===== src/rtl/ysyx_22051013_mdu_ctrl.sv =====
// RV64M multiply/divide sequencer: one bit per cycle shift-add multiplier and restoring
// divider, single outstanding op, result held until writeback accepts it.
module ysyx_22051013_mdu_ctrl #(
    parameter int XLEN          = 64,
    parameter bit EARLY_SPECIAL = 1'b1
) (
    input  logic            clk,
    input  logic            rst,
    input  logic            in_valid,
    output logic            in_ready,
    input  logic [3:0]      op,
    input  logic [XLEN-1:0] src1,
    input  logic [XLEN-1:0] src2,
    input  logic            flush,
    output logic            busy,
    output logic            out_valid,
    input  logic            out_ready,
    output logic [XLEN-1:0] result
);

    typedef enum logic [2:0] {S_IDLE, S_PREP, S_CALC, S_FIX, S_DONE} state_t;

    state_t       state_r;
    logic [3:0]   op_r;
    logic [63:0]  src1_r, src2_r, opnd_r, spec_res_r, result_r;
    logic [128:0] acc_r;
    logic [6:0]   cnt_r;
    logic         neg_r, special_r, in_ready_r, busy_r, out_valid_r;

    logic         word_s, is_div_s, signed1_s, signed2_s, sign_a_s, sign_b_s;
    logic         div_zero_s, ovf_s, illegal_s, special_s, neg_s, ge_s;
    logic [63:0]  a_ext_s, b_ext_s, abs_a_s, abs_b_s, min_s, spec_val_s, sel_s, fix_val_s;
    logic [64:0]  add_s, shl_s;
    logic [128:0] mul_next_s, div_next_s;
    logic [127:0] prod_s, prod_fix_s;

    function automatic logic [63:0] sext32(input logic [31:0] x);
        return {{32{x[31]}}, x};
    endfunction

    // Operand conditioning and special-case detection, evaluated while in PREP
    always_comb begin
        word_s    = op_r[3];
        is_div_s  = op_r[2];
        signed1_s = 1'b0;
        signed2_s = 1'b0;
        case (op_r[2:0])
            3'b001, 3'b100, 3'b110: begin signed1_s = 1'b1; signed2_s = 1'b1; end
            3'b010:                 begin signed1_s = 1'b1; signed2_s = 1'b0; end
            default:                begin signed1_s = 1'b0; signed2_s = 1'b0; end
        endcase
        if (word_s) begin
            a_ext_s = signed1_s ? sext32(src1_r[31:0]) : {32'd0, src1_r[31:0]};
            b_ext_s = signed2_s ? sext32(src2_r[31:0]) : {32'd0, src2_r[31:0]};
            min_s   = 64'hFFFF_FFFF_8000_0000;
        end else begin
            a_ext_s = src1_r;
            b_ext_s = src2_r;
            min_s   = 64'h8000_0000_0000_0000;
        end
        sign_a_s   = signed1_s & a_ext_s[63];
        sign_b_s   = signed2_s & b_ext_s[63];
        abs_a_s    = sign_a_s ? (64'd0 - a_ext_s) : a_ext_s;
        abs_b_s    = sign_b_s ? (64'd0 - b_ext_s) : b_ext_s;
        div_zero_s = (b_ext_s == 64'd0);
        ovf_s      = signed2_s & (a_ext_s == min_s) & (b_ext_s == 64'hFFFF_FFFF_FFFF_FFFF);
        illegal_s  = word_s & ~op_r[2] & (op_r[1:0] != 2'b00);
        special_s  = illegal_s | (is_div_s & (div_zero_s | ovf_s));
        // Remainder follows the dividend sign; quotient and product follow the sign XOR
        neg_s      = (is_div_s & op_r[1]) ? sign_a_s : (sign_a_s ^ sign_b_s);
        if (illegal_s) begin
            spec_val_s = 64'd0;
        end else if (div_zero_s) begin
            spec_val_s = op_r[1] ? (word_s ? sext32(src1_r[31:0]) : src1_r)
                                 : 64'hFFFF_FFFF_FFFF_FFFF;
        end else begin
            spec_val_s = op_r[1] ? 64'd0 : a_ext_s;
        end
    end

    // One iteration of each algorithm; acc holds {remainder, quotient} or {product_hi, multiplier}
    always_comb begin
        add_s      = {1'b0, acc_r[127:64]} + {1'b0, opnd_r};
        mul_next_s = acc_r[0] ? ({add_s, acc_r[63:0]} >> 1) : (acc_r >> 1);
        shl_s      = {acc_r[127:64], acc_r[63]};
        ge_s       = (shl_s >= {1'b0, opnd_r});
        if (ge_s) begin
            div_next_s = {shl_s - {1'b0, opnd_r}, acc_r[62:0], 1'b1};
        end else begin
            div_next_s = {shl_s, acc_r[62:0], 1'b0};
        end
    end

    // Sign fix-up and result selection; a word product ends up 32 bits above its final place
    always_comb begin
        prod_s     = word_s ? {32'd0, acc_r[127:32]} : acc_r[127:0];
        prod_fix_s = neg_r ? (128'd0 - prod_s) : prod_s;
        case (op_r[2:0])
            3'b000:                 sel_s = prod_fix_s[63:0];
            3'b001, 3'b010, 3'b011: sel_s = prod_fix_s[127:64];
            3'b100, 3'b101:         sel_s = neg_r ? (64'd0 - acc_r[63:0]) : acc_r[63:0];
            3'b110, 3'b111:         sel_s = neg_r ? (64'd0 - acc_r[127:64]) : acc_r[127:64];
            default:                sel_s = 64'd0;
        endcase
        if (special_r) begin
            fix_val_s = spec_res_r;
        end else begin
            fix_val_s = word_s ? sext32(sel_s[31:0]) : sel_s;
        end
    end

    // Control FSM with registered handshake outputs; flush acts as the synchronous clear
    always_ff @(posedge clk or negedge rst) begin
        if (!rst) begin
            state_r     <= S_IDLE;
            op_r        <= 4'd0;
            src1_r      <= 64'd0;
            src2_r      <= 64'd0;
            opnd_r      <= 64'd0;
            acc_r       <= 129'd0;
            cnt_r       <= 7'd0;
            neg_r       <= 1'b0;
            special_r   <= 1'b0;
            spec_res_r  <= 64'd0;
            result_r    <= 64'd0;
            in_ready_r  <= 1'b1;
            busy_r      <= 1'b0;
            out_valid_r <= 1'b0;
        end else if (flush) begin
            state_r     <= S_IDLE;
            in_ready_r  <= 1'b1;
            busy_r      <= 1'b0;
            out_valid_r <= 1'b0;
        end else begin
            case (state_r)
                S_IDLE: begin
                    if (in_valid) begin
                        op_r       <= op;
                        src1_r     <= src1;
                        src2_r     <= src2;
                        state_r    <= S_PREP;
                        in_ready_r <= 1'b0;
                        busy_r     <= 1'b1;
                    end else begin
                        state_r    <= S_IDLE;
                    end
                end
                S_PREP: begin
                    opnd_r     <= abs_b_s;
                    acc_r      <= {65'd0, (is_div_s & word_s) ? {abs_a_s[31:0], 32'd0} : abs_a_s};
                    cnt_r      <= word_s ? 7'd32 : 7'd64;
                    neg_r      <= neg_s;
                    special_r  <= special_s;
                    spec_res_r <= spec_val_s;
                    state_r    <= (special_s && EARLY_SPECIAL) ? S_FIX : S_CALC;
                end
                S_CALC: begin
                    acc_r   <= is_div_s ? div_next_s : mul_next_s;
                    cnt_r   <= cnt_r - 7'd1;
                    state_r <= (cnt_r == 7'd1) ? S_FIX : S_CALC;
                end
                S_FIX: begin
                    result_r    <= fix_val_s;
                    out_valid_r <= 1'b1;
                    state_r     <= S_DONE;
                end
                S_DONE: begin
                    if (out_ready) begin
                        out_valid_r <= 1'b0;
                        busy_r      <= 1'b0;
                        in_ready_r  <= 1'b1;
                        state_r     <= S_IDLE;
                    end else begin
                        state_r     <= S_DONE;
                    end
                end
                default: begin
                    state_r     <= S_IDLE;
                    in_ready_r  <= 1'b1;
                    busy_r      <= 1'b0;
                    out_valid_r <= 1'b0;
                end
            endcase
        end
    end

    assign in_ready  = in_ready_r;
    assign busy      = busy_r;
    assign out_valid = out_valid_r;
    assign result    = result_r;

endmodule


===== config.mk =====
export PLATFORM = sky130hd
export DESIGN_NAME = ysyx_22051013_mdu_ctrl
export DESIGN_NICKNAME = d
export VERILOG_FILES = /design/src/rtl/ysyx_22051013_mdu_ctrl.sv
export SDC_FILE = /design/constraint.sdc
export NUM_CORES = 2
export LEC_CHECK = 0
export CAP_MARGIN = 20
export CORE_MARGIN = 4
export CORE_UTILIZATION = 25
export CTS_CLUSTER_SIZE = 10
export DETAILED_ROUTE_END_ITERATION = 12
export SETUP_SLACK_MARGIN = 0.3
export SYNTH_ARGS = -nofsm -noshare
export SYNTH_HDL_FRONTEND = slang
export SYNTH_SLANG_ARGS = --single-unit
export TNS_END_PERCENT = 10

===== constraint.sdc =====
create_clock -name clk -period 10.55 [get_ports clk]
set_input_delay 1.055 -clock clk [delete_from_list [all_inputs] [get_ports clk]]
set_output_delay 1.055 -clock clk [all_outputs]
set_load 0.1 [all_outputs]

==> flow_metrics.env <==
export IMPL_status="completed"
export IMPL_synth_area_leader_cell="dfrtp_1"
export IMPL_worst_pin_slew_ps=1350
export IMPL_h_tree_depth=2
export IMPL_top_layer_used="met5"
export IMPL_ys_flop_type="dfrtp_1"
export IMPL_tritoncts_num_buffers=59
export IMPL_drt_total_wl_um=229000
export IMPL_drc=0
export IMPL_root_buffer="clkbuf_16"
export IMPL_cts_sinks=468
export IMPL_hpwl_um=173000
export IMPL_setup_viol=0
export IMPL_hold_path_class="input port to asynchronous set/reset pin"
export IMPL_rsz0062_at_grt="no"
export IMPL_timing_fmax_mhz=155
export IMPL_p_seq_share_pct=21.3
export IMPL_place_area_um2=47000
export IMPL_wl_met2_um=96800
export IMPL_die_w_um=422
export IMPL_holdWs_ps=284
export IMPL_grt_max_degree=148
export IMPL_ys_seq_area_share_pct=27.3
export IMPL_critPathArrivalTime_ps=7030
export IMPL_p_total_mw=17.2
export IMPL_port_buffers=203
export IMPL_drt_first_pass_iters=6
export IMPL_grt_pass1_wl_um=325000
export IMPL_power_internal_mw=7.20
export IMPL_initial_core_util_pct=25.2
export IMPL_min_period_ps=6460
export IMPL_synth_seq_cells=468
export IMPL_reg2reg_from="op_r[3]$_DFFE_PN0P_"
export IMPL_cts_resized=0
export IMPL_clkTransAtPathRegs_ps=70
export IMPL_fin_tns_setup_ps=0
export IMPL_combPwrFrac_pct=66.7
export IMPL_wl_met1_um=94700
export IMPL_final_net_count=5741
export IMPL_p_switching_mw=9.95
export IMPL_area_growth_pct=14.2
export IMPL_async_reset_ff_share_pct=100
export IMPL_ant_nets=0
export IMPL_cp_required_ps=11120
export IMPL_grt_usage_pct=24.5
export IMPL_cts_tree="yes"
export IMPL_critical_path_class="register to register"
export IMPL_drv_cap=0
export IMPL_io_pins=204
export IMPL_syn_inst=5555
export IMPL_p_leak_nw=19.9
export IMPL_period_share_pct=61.3
export IMPL_rows=151
export IMPL_clkPwrFrac_pct=12.0
export IMPL_cellPowerDensity_nw_per_um2=350
export IMPL_cp_end_kind="register"
export IMPL_route_met3_wl_um=23000
export IMPL_yosys_warnings=0
export IMPL_synth_top_cell_area_share_pct=27.3
export IMPL_synth_edf_count=0
export IMPL_worstSetupStartpoint="op_r[3]$_DFFE_PN0P_"
export IMPL_drive_gt1_share_pct=8.70
export IMPL_grt_overflow=0
export IMPL_netlist_top_cells_area="dfrtp_1, o21ai_0, a21oi_1, nand2_1, xnor2_1"
export IMPL_drt_initial_drc_count=6146
export IMPL_hold_violations=0
export IMPL_cts_max_path_buffers=3
export IMPL_die_area_um2=178000
export IMPL_gp_congestion=1.06
export IMPL_route_vias_total=46275
export IMPL_core_um2=170000
export IMPL_yosysUniqueCellTypes=92
export IMPL_post_cts_buffers=0
export IMPL_syn_avg_cell_area_um2=7.72
export IMPL_wl_per_cell_um=29.6
export IMPL_postCtsHoldBufs=0
export IMPL_die_h_um=422
export IMPL_stdcell_area_um2=49000
export IMPL_ir_worst_vdd_v=0.000175
export IMPL_skew_ps=51.6
export IMPL_netlist_area_um2=42900
export IMPL_syn_num_nets=5830
export IMPL_p_sw_share_pct=58.0
export IMPL_worst_setup_path_start_kind="register"
export IMPL_max_slew_margin_pct=8.88
export IMPL_antenna_found_initial=19
export IMPL_path_max_fanout=75
export IMPL_finalMaxSlewViolations=0
export IMPL_grt_pass1_vias=43233
export IMPL_clk_latency_ps=710
export IMPL_vias_per_cell=5.98
## power groups by stage
stage / clock network (mW) / registers [mW] / logic (mW)
3_5_place_dp: 0 / 3.63 / 11.0
4_1_cts: 2.09 / 3.60 / 11.1
5_1_grt: 2.15 / 3.70 / 12.0
6_report: 2.06 / 3.65 / 11.4
2_1_floorplan: 0 / 3.58 / 6.76
3_3_place_gp: 0 / 3.62 / 11.1
## area by class of cell
class	instances	area (um^2)
timing repair buffer	353	3220
tap	2218	2780
inverter	137	515
clock buffer	88	1700
antenna	12	30.0
clock inverter	13	166
fill	18345	121000
multi-input combinational	4447	28800
sequential	468	11700
## Yosys cell counts, types with 88 or more instances
cell,instances
nand2_1,590
o21ai_0,546
a21oi_1,479
dfrtp_1,467
clkbuf_1,439
nor2_1,403
xnor2_1,218
xor2_1,205
nor3_1,167
mux2_2,163
ha_1,136
inv_1,135
mux2i_1,115
nor4_1,91
a21o_1,89
nand3_1,88
## worst paths after layout
kind | cells past startpoint | endpoint | slack [ps]
hold / removal | 1 | result[37]$_DFFE_PN0P_ | 280
setup reg to reg | 13 | result[41]$_DFFE_PN0P_ | 4090
min in group clk | 2 | result[38]$_DFFE_PN0P_ | 480
setup / recovery | 13 | result[41]$_DFFE_PN0P_ | 4090
max in group asynchronous | 3 | op_r[2]$_DFFE_PN0P_ | 7880
hold reg to reg | 2 | result[38]$_DFFE_PN0P_ | 480
## sequential cells by signal, indices dropped and copies added, names as in the netlist
register / cells
opnd_r: 64
in_ready: 1
src2_r: 64
busy: 1
state_r: 3
acc_r: 129
out_valid: 1
op_r: 4
special_r: 1
neg_r: 1
spec_res_r: 64
cnt_r: 7
src1_r: 64
result: 64
## stage by stage
| stage | worst slack (ps) | cells | util (%) |
|---|---|---|---|
| floorplan | 4360 | 5555 | - |
| global placement | 4280 | 7619 | 27.6 |
| detailed placement | 4290 | 7620 | 27.7 |
| CTS | 4320 | 7721 | 28.7 |
| global route | 4050 | 7724 | 28.8 |
| finish | 4090 | 7736 | 28.8 |
## placed cells by master (no fill, tap or decap), types with 144 or more instances in the layout
master / synthesis / routed
nand2_1: 590 / 587
buf_4: 3 / 144
mux2_2: 163 / 163
a21oi_1: 479 / 476
nor2_1: 403 / 398
xor2_1: 205 / 205
nor3_1: 167 / 166
xnor2_1: 218 / 218
dfrtp_1: 467 / 462
o21ai_0: 546 / 546
clkdlybuf4s50_1: 0 / 202
## routing by layer
layer | vias up | track usage (%)
li1 | 20168 | -
met1 | 22954 | 32.3
met2 | 2604 | 36.6
met3 | 543 | 6.38
met4 | 6 | 13.2
met5 | - | 0.0806
## worst max-delay path, stage by stage (launching register included)
cell and delay (ps):
dfrtp_4 610, buf_4 800, buf_4 630, nor3b_1 380
o22ai_1 420, or2_0 380, or4_4 570, or3_1 470
or4_4 570, or3_4 450, and3_1 180, o31a_1 340
o221ai_1 350, a21oi_1 120
## kinds of logic after synthesis
family / after synthesis / synth area share, %
mux: 279 / 7.02
xor+xnor: 423 / 8.64
simple gates: 1760 / 19.8
flops: 468 / 27.3
compound gates: 1815 / 26.7
fa+ha+maj: 170 / 4.81
buf+inv: 640 / 5.74
No activity file was read; power rests on OpenSTA's default activity.
